==> src/rtl/branch_predictor_gshare_spec.sv <==
// Gshare direction predictor: PC xor speculative global history indexes a table
// of saturating counters, initialised by a sweep after every reset.
package branch_predictor_gshare_spec_pkg;
  typedef enum logic {
    NOT_TAKEN = 1'b0,
    TAKEN     = 1'b1
  } branch_outcome_e;
endpackage

module branch_predictor_gshare_spec
  import branch_predictor_gshare_spec_pkg::*;
#(
  parameter int unsigned INDEX_WIDTH = 10,
  parameter int unsigned HIST_WIDTH  = 8,
  parameter int unsigned CTR_WIDTH   = 2,
  parameter int unsigned PC_LSB      = 2,
  parameter int unsigned ADDR_WIDTH  = 32
) (
  input  logic                  clk,
  input  logic                  rst_n,
  input  logic                  i_req_valid,
  input  logic [ADDR_WIDTH-1:0] i_req_pc,
  output branch_outcome_e       o_req_prediction,
  output logic [HIST_WIDTH-1:0] o_req_ghr,
  input  logic                  i_fb_valid,
  input  logic [ADDR_WIDTH-1:0] i_fb_pc,
  input  logic [HIST_WIDTH-1:0] i_fb_ghr,
  input  branch_outcome_e       i_fb_prediction,
  input  branch_outcome_e       i_fb_outcome,
  output logic                  o_ready,
  output logic [31:0]           o_mispredict_cnt
);

  localparam int unsigned ENTRIES = 2 ** INDEX_WIDTH;
  localparam logic [CTR_WIDTH-1:0] CTR_WNT = CTR_WIDTH'((1 << (CTR_WIDTH - 1)) - 1);
  localparam logic [CTR_WIDTH-1:0] CTR_MAX = '1;

  typedef enum logic {
    ST_INIT,
    ST_RUN
  } state_e;

  state_e                 state_q, state_d;
  logic [INDEX_WIDTH-1:0] init_idx_q, init_idx_d;
  logic [HIST_WIDTH-1:0]  spec_ghr_q, spec_ghr_d;
  logic [31:0]            mis_cnt_q, mis_cnt_d;
  logic                   ready_q;

  logic [CTR_WIDTH-1:0]   table_q [ENTRIES];

  logic [INDEX_WIDTH-1:0] req_idx, fb_idx, wr_idx;
  logic [CTR_WIDTH-1:0]   req_ctr, fb_ctr, wr_val;
  logic                   wr_en;
  logic                   running, pred_taken, fb_fire, mispredict;
  logic                   unused_pc_bits;

  assign unused_pc_bits = ^{i_req_pc, i_fb_pc};

  assign running    = (state_q == ST_RUN);
  assign req_idx    = i_req_pc[PC_LSB +: INDEX_WIDTH] ^ INDEX_WIDTH'(spec_ghr_q);
  assign fb_idx     = i_fb_pc[PC_LSB +: INDEX_WIDTH] ^ INDEX_WIDTH'(i_fb_ghr);
  assign req_ctr    = table_q[req_idx];
  assign fb_ctr     = table_q[fb_idx];
  assign pred_taken = running & req_ctr[CTR_WIDTH-1];
  assign fb_fire    = running & i_fb_valid;
  assign mispredict = fb_fire & (i_fb_prediction != i_fb_outcome);

  // Prediction reads the table before any same-cycle feedback write lands.
  assign o_req_prediction = branch_outcome_e'(pred_taken);
  assign o_req_ghr        = spec_ghr_q;
  assign o_ready          = ready_q;
  assign o_mispredict_cnt = mis_cnt_q;

  always_comb begin
    state_d    = state_q;
    init_idx_d = init_idx_q;
    spec_ghr_d = spec_ghr_q;
    mis_cnt_d  = mis_cnt_q;
    wr_en      = 1'b0;
    wr_idx     = fb_idx;
    wr_val     = fb_ctr;
    case (state_q)
      ST_INIT: begin
        wr_en      = 1'b1;
        wr_idx     = init_idx_q;
        wr_val     = CTR_WNT;
        init_idx_d = init_idx_q + INDEX_WIDTH'(1);
        if (init_idx_q == INDEX_WIDTH'(ENTRIES - 1)) begin
          state_d = ST_RUN;
        end
      end
      ST_RUN: begin
        if (fb_fire) begin
          wr_en = 1'b1;
          if (i_fb_outcome == TAKEN) begin
            if (fb_ctr != CTR_MAX) wr_val = fb_ctr + CTR_WIDTH'(1);
          end else begin
            if (fb_ctr != '0) wr_val = fb_ctr - CTR_WIDTH'(1);
          end
        end
        // Recovery from the resolved branch's snapshot wins over a speculative shift.
        if (mispredict) begin
          spec_ghr_d = HIST_WIDTH'({i_fb_ghr, i_fb_outcome == TAKEN});
          if (mis_cnt_q != 32'hFFFF_FFFF) mis_cnt_d = mis_cnt_q + 32'd1;
        end else if (i_req_valid) begin
          spec_ghr_d = HIST_WIDTH'({spec_ghr_q, pred_taken});
        end
      end
      default: state_d = ST_INIT;
    endcase
  end

  always_ff @(posedge clk or negedge rst_n) begin
    if (!rst_n) begin
      state_q    <= ST_INIT;
      init_idx_q <= '0;
      spec_ghr_q <= '0;
      mis_cnt_q  <= '0;
      ready_q    <= 1'b0;
    end else begin
      state_q    <= state_d;
      init_idx_q <= init_idx_d;
      spec_ghr_q <= spec_ghr_d;
      mis_cnt_q  <= mis_cnt_d;
      ready_q    <= (state_d == ST_RUN);
    end
  end

  // Table contents survive reset; the INIT sweep rewrites every entry.
  always_ff @(posedge clk) begin
    if (wr_en) table_q[wr_idx] <= wr_val;
  end

endmodule

==> config.mk <==
export PLATFORM = sky130hd
export DESIGN_NAME = branch_predictor_gshare_spec
export DESIGN_NICKNAME = d
export VERILOG_FILES = /design/src/rtl/branch_predictor_gshare_spec.sv
export SDC_FILE = /design/constraint.sdc
export NUM_CORES = 2
export LEC_CHECK = 0
export ABC_CLOCK_PERIOD_IN_PS = 55900
export CAP_MARGIN = 20
export CORE_ASPECT_RATIO = 2
export CORE_MARGIN = 3
export CORE_UTILIZATION = 35
export CTS_CLUSTER_DIAMETER = 60
export DETAILED_ROUTE_END_ITERATION = 7
export PLACE_DENSITY_LB_ADDON = 0.08
export SYNTH_ARGS = -nofsm -noshare
export SYNTH_HDL_FRONTEND = slang
export SYNTH_SLANG_ARGS = --single-unit
==> constraint.sdc <==
create_clock -name clk -period 55.9 [get_ports clk]
set_input_delay 16.77 -clock clk [delete_from_list [all_inputs] [get_ports clk]]
set_output_delay 16.77 -clock clk [all_outputs]
set_load 0.05 [all_outputs]
# Yosys cells after proc, flatten, opt, wreduce, memory -nomap -nowiden
# Memory sizes are Yosys's and may differ from the RTL's.
# Cells that the tools add are included.
[totals]
word_cells = 37
out_inout_bits = 42
latch_bits = 0
mem_bits_rw = 2048
n_memories = 1
mem_bits_ro = 0
ff_bits = 51
[op_classes]
div = 0
eq_ne = 4
bitwise_logic = 6
order_cmp = 0
reduce_logical = 4
n_mux = 14
shift = 0
addsub = 4
mul = 0
[mem_list]
columns = ["name", "depth", "word_bits", "rd", "rd_clocked_by_memory_dff", "wr", "line", "source"]
rows = [
  ["table_q", 1024, 2, 2, 0, 1, "49", "logic [CTR_WIDTH-1:0] table_q [ENTRIES];"],
]
[op_table]
columns = ["operator", "n"]
rows = [
  ["adder 32 x 1 -> 32 bit (second input constant)", 1],
  ["!= test 32 bit (second input constant)", 1],
  ["bitwise XOR 10 x 8 -> 10 bit", 2],
  ["two-way mux 8 bit", 2],
  ["adder 10 x 1 -> 10 bit (second input constant)", 1],
  ["== test 10 bit (second input constant)", 1],
  ["two-way mux 10 bit", 1],
  ["two-way mux 2 bit", 4],
  ["two-way mux 1 bit", 5],
  ["one-hot mux 2 bit (2 select lines)", 1],
  ["nonzero test 2 bit", 2],
  ["bitwise AND 1 bit", 3],
  ["AND reduction 3 bit", 1],
  ["adder 2 x 1 -> 2 bit (second input constant)", 1],
  ["!= test 2 bit (second input constant)", 1],
  ["one-hot mux 1 bit (2 select lines)", 1],
  ["AND reduction 2 bit", 1],
  ["subtractor 2 x 1 -> 2 bit (second input constant)", 1],
  ["!= test 1 bit", 1],
  ["NOT 1 bit", 1],
]

# Longest topological paths before layout
# An unclocked memory read counts as a cell.
[logic_depth]
word_depth = 7
depth_mapped = 16
mapped_depth_nobuf = 10

# Worst setup path after synthesis
# Ideal clock, no wire load.
[synth_timing]
kind = "input to register"
startpoint = "input i_fb_pc[2]"
endpoint = "memory table_q[0][0], data pin"
setup_ns = 5.870
required_ns = 50.030
slack_ns = 2.343
arrival_ns = 47.687
stages = 13
path_cell_list = "xor2_2 buf_4 buf_4 buf_6 buf_2 mux4_2 a22oi_1 nand3_1 nor4_1 a211oi_1 a2bb2oi_1 a21o_1 o221ai_1"
[synth_between]
elab_chain_len = 7
word_cells_on_any_way = 11
cone_classes = "2 x add/sub; 1 x eq/ne; 5 x mux; 1 x bitwise; 1 x reduce/logical; 1 x memory"
[synth_rtl]
columns = ["item", "line", "source"]
rows = [
  ["start: declaration", "26", "input logic [ADDR_WIDTH-1:0] i_fb_pc,"],
  ["bitwise XOR 10 x 8 -> 10 bit *", "61", "assign fb_idx = i_fb_pc[PC_LSB +: INDEX_WIDTH] ^ INDEX_WIDTH'(i_fb_ghr);"],
  ["memory read (1024 x 2 bit) *", "n/a", ""],
  ["subtractor 2 x 1 -> 2 bit (tied with other cells)", "98", "if (fb_ctr != '0) wr_val = fb_ctr - CTR_WIDTH'(1);"],
  ["two-way mux 2 bit (on tied branches)", "98, 96", ""],
  ["two-way mux 2 bit", "95", "if (i_fb_outcome == TAKEN) begin"],
  ["two-way mux 2 bit *", "93", "if (fb_fire) begin"],
  ["one-hot mux 2 bit (2 select lines) *", "82", "case (state_q)"],
  ["via wr_val[0]", "52", "logic [CTR_WIDTH-1:0] req_ctr, fb_ctr, wr_val;"],
  ["end: declaration", "49", ""],
]
# Mark *: on every way through the listed nets, which the timed path passes. The rest lies on a longest branch.

# Worst setup path in the final report
[layout_timing]
startpoint = "input i_req_pc[5]"
endpoint = "output o_req_prediction"
[layout_between]
elab_chain_len = 3
[layout_rtl]
columns = ["item", "line", "source"]
rows = [
  ["start: declaration", "22", "input logic [ADDR_WIDTH-1:0] i_req_pc,"],
  ["bitwise XOR 10 x 8 -> 10 bit", "60", "assign req_idx = i_req_pc[PC_LSB +: INDEX_WIDTH] ^ INDEX_WIDTH'(spec_ghr_q);"],
  ["memory read (1024 x 2 bit)", "n/a", ""],
  ["bitwise AND 1 bit", "64", "assign pred_taken = running & req_ctr[CTR_WIDTH-1];"],
  ["end: declaration", "23", "output branch_outcome_e o_req_prediction,"],
]
# No other way between the ends.

==> summary.txt <==
DP HPWL: 233000 µm
CP Capture Type: primary output
Placer's final routability congestion estimate: 0.839
Most used DFF post-synth: edfxtp_1
Met2 WL post-DR: 201000 µm
Hold Path Depth: 1
Total Wirelength: 379000 µm
Setup WS pre-CTS: 15390 ps
Most common cell after layout, fill and taps aside: edfxtp_1
Area added between synthesis and finish: 12.5%
Die W: 373 µm
Commonest cells after routing, fill and taps aside: edfxtp_1 (2048), nor2_1 (1100), mux4_2 (708)
Worst reg2reg path depth: 12
CTS clock-pin slew for the worst setup and hold paths: 60 ps
Drt wl/cell: 39.8 µm
Max_slew headroom: 18.3%
Asr flop ratio synth: 2.43%
R2R Path End: table_q[932][1]$_DFFE_PP_
Crit path launch: i_req_pc[5]
Core Area: 267000 µm²
Root Buffer: clkbuf_16
Post-synth design cell area: 94300 µm²
FP Rows: 268
Synthesized flop and latch total: 2099
Kind of critical path: in2out
Max Cap Viol: 0
Shortest period the worst path allows: 40820 ps
P_leak: 32.2 nW
Flop-to-flop setup slack: 48720 ps
Status: finished clean
Die area: 276000 µm²
Hold Path Sink: o_mispredict_cnt[21]$_DFFE_PN0P_
Post-CTS Resized: 0
Overflow left after global routing: 0
Slew Limit Fails: 0
Period utilization: 73.0%
Hold Crit Class: reg2reg
CTS tree: built
# hold bufs at CTS: 0
Cts bufs inserted: 200
Setup WS post-layout: 15080 ps
Initial antenna violation count: 26
Fraction of layout cells with a size suffix above 1: 21.4%
Hold Startpoint: o_mispredict_cnt[21]$_DFFE_PN0P_
Final Hold Viols: 0
Sequential share of the synthesized area: 66.6%
Post-layout nets: 5942
Distinct cell type count after synthesis: 73
Largest net degree at the start of global routing: 228
Yosys Warn Count: 0
CTS sink count: 2099
CP arrival: 24050 ps
Vias: 57700
H-tree depth: 4
Synthesized area per cell: 16.1 µm²
Setup violations, final: 0
Post-synthesis cell count: 5852
WL met1: 133000 µm
Worst skew pair latency: 890 ps
Top Metal Used: met5
Power Dens Cells: 31.3 nW/µm²
Critical Path Start Type: input pin
First-pass GRT wire length: 515000 µm
Final Skew: 54.8 ps
1st-pass router iterations: 7
Vias in the first global route: 60000
Max clock buf depth: 4
ANT nets after route: 0
RR Startpoint: table_q[962][0]$_DFFE_PP_
Synth Net Count: 5932
EDFF count, synth: 2048
Max Freq: 24.5 MHz
Via density: 6.05
CP required: 39130 ps
Worst slew pin tran: 1230 ps
Setup repair bufs after CTS: 0
I/O Buffers: 75
Max VDD drop: 0.0262 mV
Initial core utilization: 35.3%
DR iter-0 viols: 6501
Die H: 740 µm
Io pins: 120
RSZ-0062 raised after global routing: no
CP max FO: 99
Total GRT Usage: 27.1%
Wire length on met3: 19800 µm
DRC Markers: 0
Setup TNS: 0 ps
-- layout make-up --
type	count	area, µm²
fillers	24600	161000
repair buffers	286	2580
flip-flops and latches	2099	62800
clock buffers	256	5310
inverters	16	60.1
clock inverters	95	958
multi-input cells	3259	30000
well taps	3510	4390
diodes	4	10.0
-- worst max-delay path by stage --
stage	to	slack [ps]
after CTS	o_req_prediction	15360
after global placement	o_req_prediction	15470
final	o_req_prediction	15080
after floorplan	table_q[0][0]$_DFFE_PP_	2340
after global routing	o_req_prediction	15110
after detailed placement	o_req_prediction	15390
-- worst max-delay path, stage by stage --
cell and delay, ps:
clkdlybuf4s50_1 550, xor2_4 150, buf_4 470, buf_4 720, buf_12 490, buf_4 710
mux4_2 410, mux2i_1 520, mux4_2 460, mux4_2 340, o21ai_0 90, or4b_2 630
o311ai_1 350, nor2_1 100, clkdlybuf4s50_1 780
-- power by group --
group          leakage [nW]  switching (mW)  internal, mW
registers              19.6               0          1.70
logic                  9.52           0.184        0.0685
clock network          3.06           0.615         0.756
-- synth_stat cells, drive strengths merged (4+ instances only) --
master	instances	area share (%)
edfxtp	2048	65
nor2	1118	4.5
mux4	726	17
nand2	502	2.0
clkbuf	280	1.1
buf	198	1.2
nand3	176	0.93
mux2i	151	1.6
a22oi	80	0.64
nand4	56	0.37
a21oi	51	0.27
dfrtp	51	1.4
xnor2	42	0.39
a32oi	38	0.35
a31oi	37	0.25
o21ai	33	0.18
xor2	28	0.30
a221oi	21	0.20
nor3	21	0.11
o2111ai	17	0.16
inv	16	0.064
and3	15	0.10
o211ai	11	0.088
nor2b	10	0.066
o22ai	10	0.066
a211oi	9	0.072
a22o	9	0.084
a311oi	8	0.074
mux2	7	0.084
a21o	6	0.048
a222oi	5	0.053
nor4	5	0.033
a32o	4	0.042
o311ai	4	0.037
o31ai	4	0.032
-- stage by stage --
stage | cells | utilization (%) | hold slack, ps | total power [mW] | area (µm²)
3_5_place_dp | 9169 | 37.3 | 495 | 1.99 | 99700
3_3_place_gp | 9166 | 37.3 | 478 | 1.99 | 99700
4_1_cts | 9520 | 39.7 | 504 | 3.35 | 106000
5_1_grt | 9522 | 39.7 | 515 | 3.40 | 106000
6_report | 9525 | 39.7 | 498 | 3.32 | 106000
2_1_floorplan | 5852 | - | 456 | 1.86 | 94300
-- flip-flops by register name, summed over array words and instances (netlist names) --
signal            count
init_idx_q           10
o_ready               1
table_q            2048
o_req_ghr             8
o_mispredict_cnt     32
-- cell families (layout without fill, tap and decap cells) --
| family | Yosys count | after routing | synth area share, % |
|---|---|---|---|
| flops | 2099 | 2099 | 66.6 |
| simple gates | 1924 | 1924 | 8.23 |
| mux | 884 | 884 | 19.1 |
| buf+inv | 494 | 653 | 2.41 |
| compound gates | 379 | 379 | 2.95 |
| xor+xnor | 70 | 70 | 0.694 |
| fa+ha+maj | 2 | 2 | 0.0265 |
| other cells | 0 | 4 | 0 |
-- layer usage --
layer / track usage [%] / vias to the layer above
met1: 30.6 / 31500
met5: 0 / -
met4: 15.2 / 8
li1: - / 23000
met3: 3.04 / 715
met2: 49.5 / 2358
Note: power is estimated with default switching activity, not from simulation.
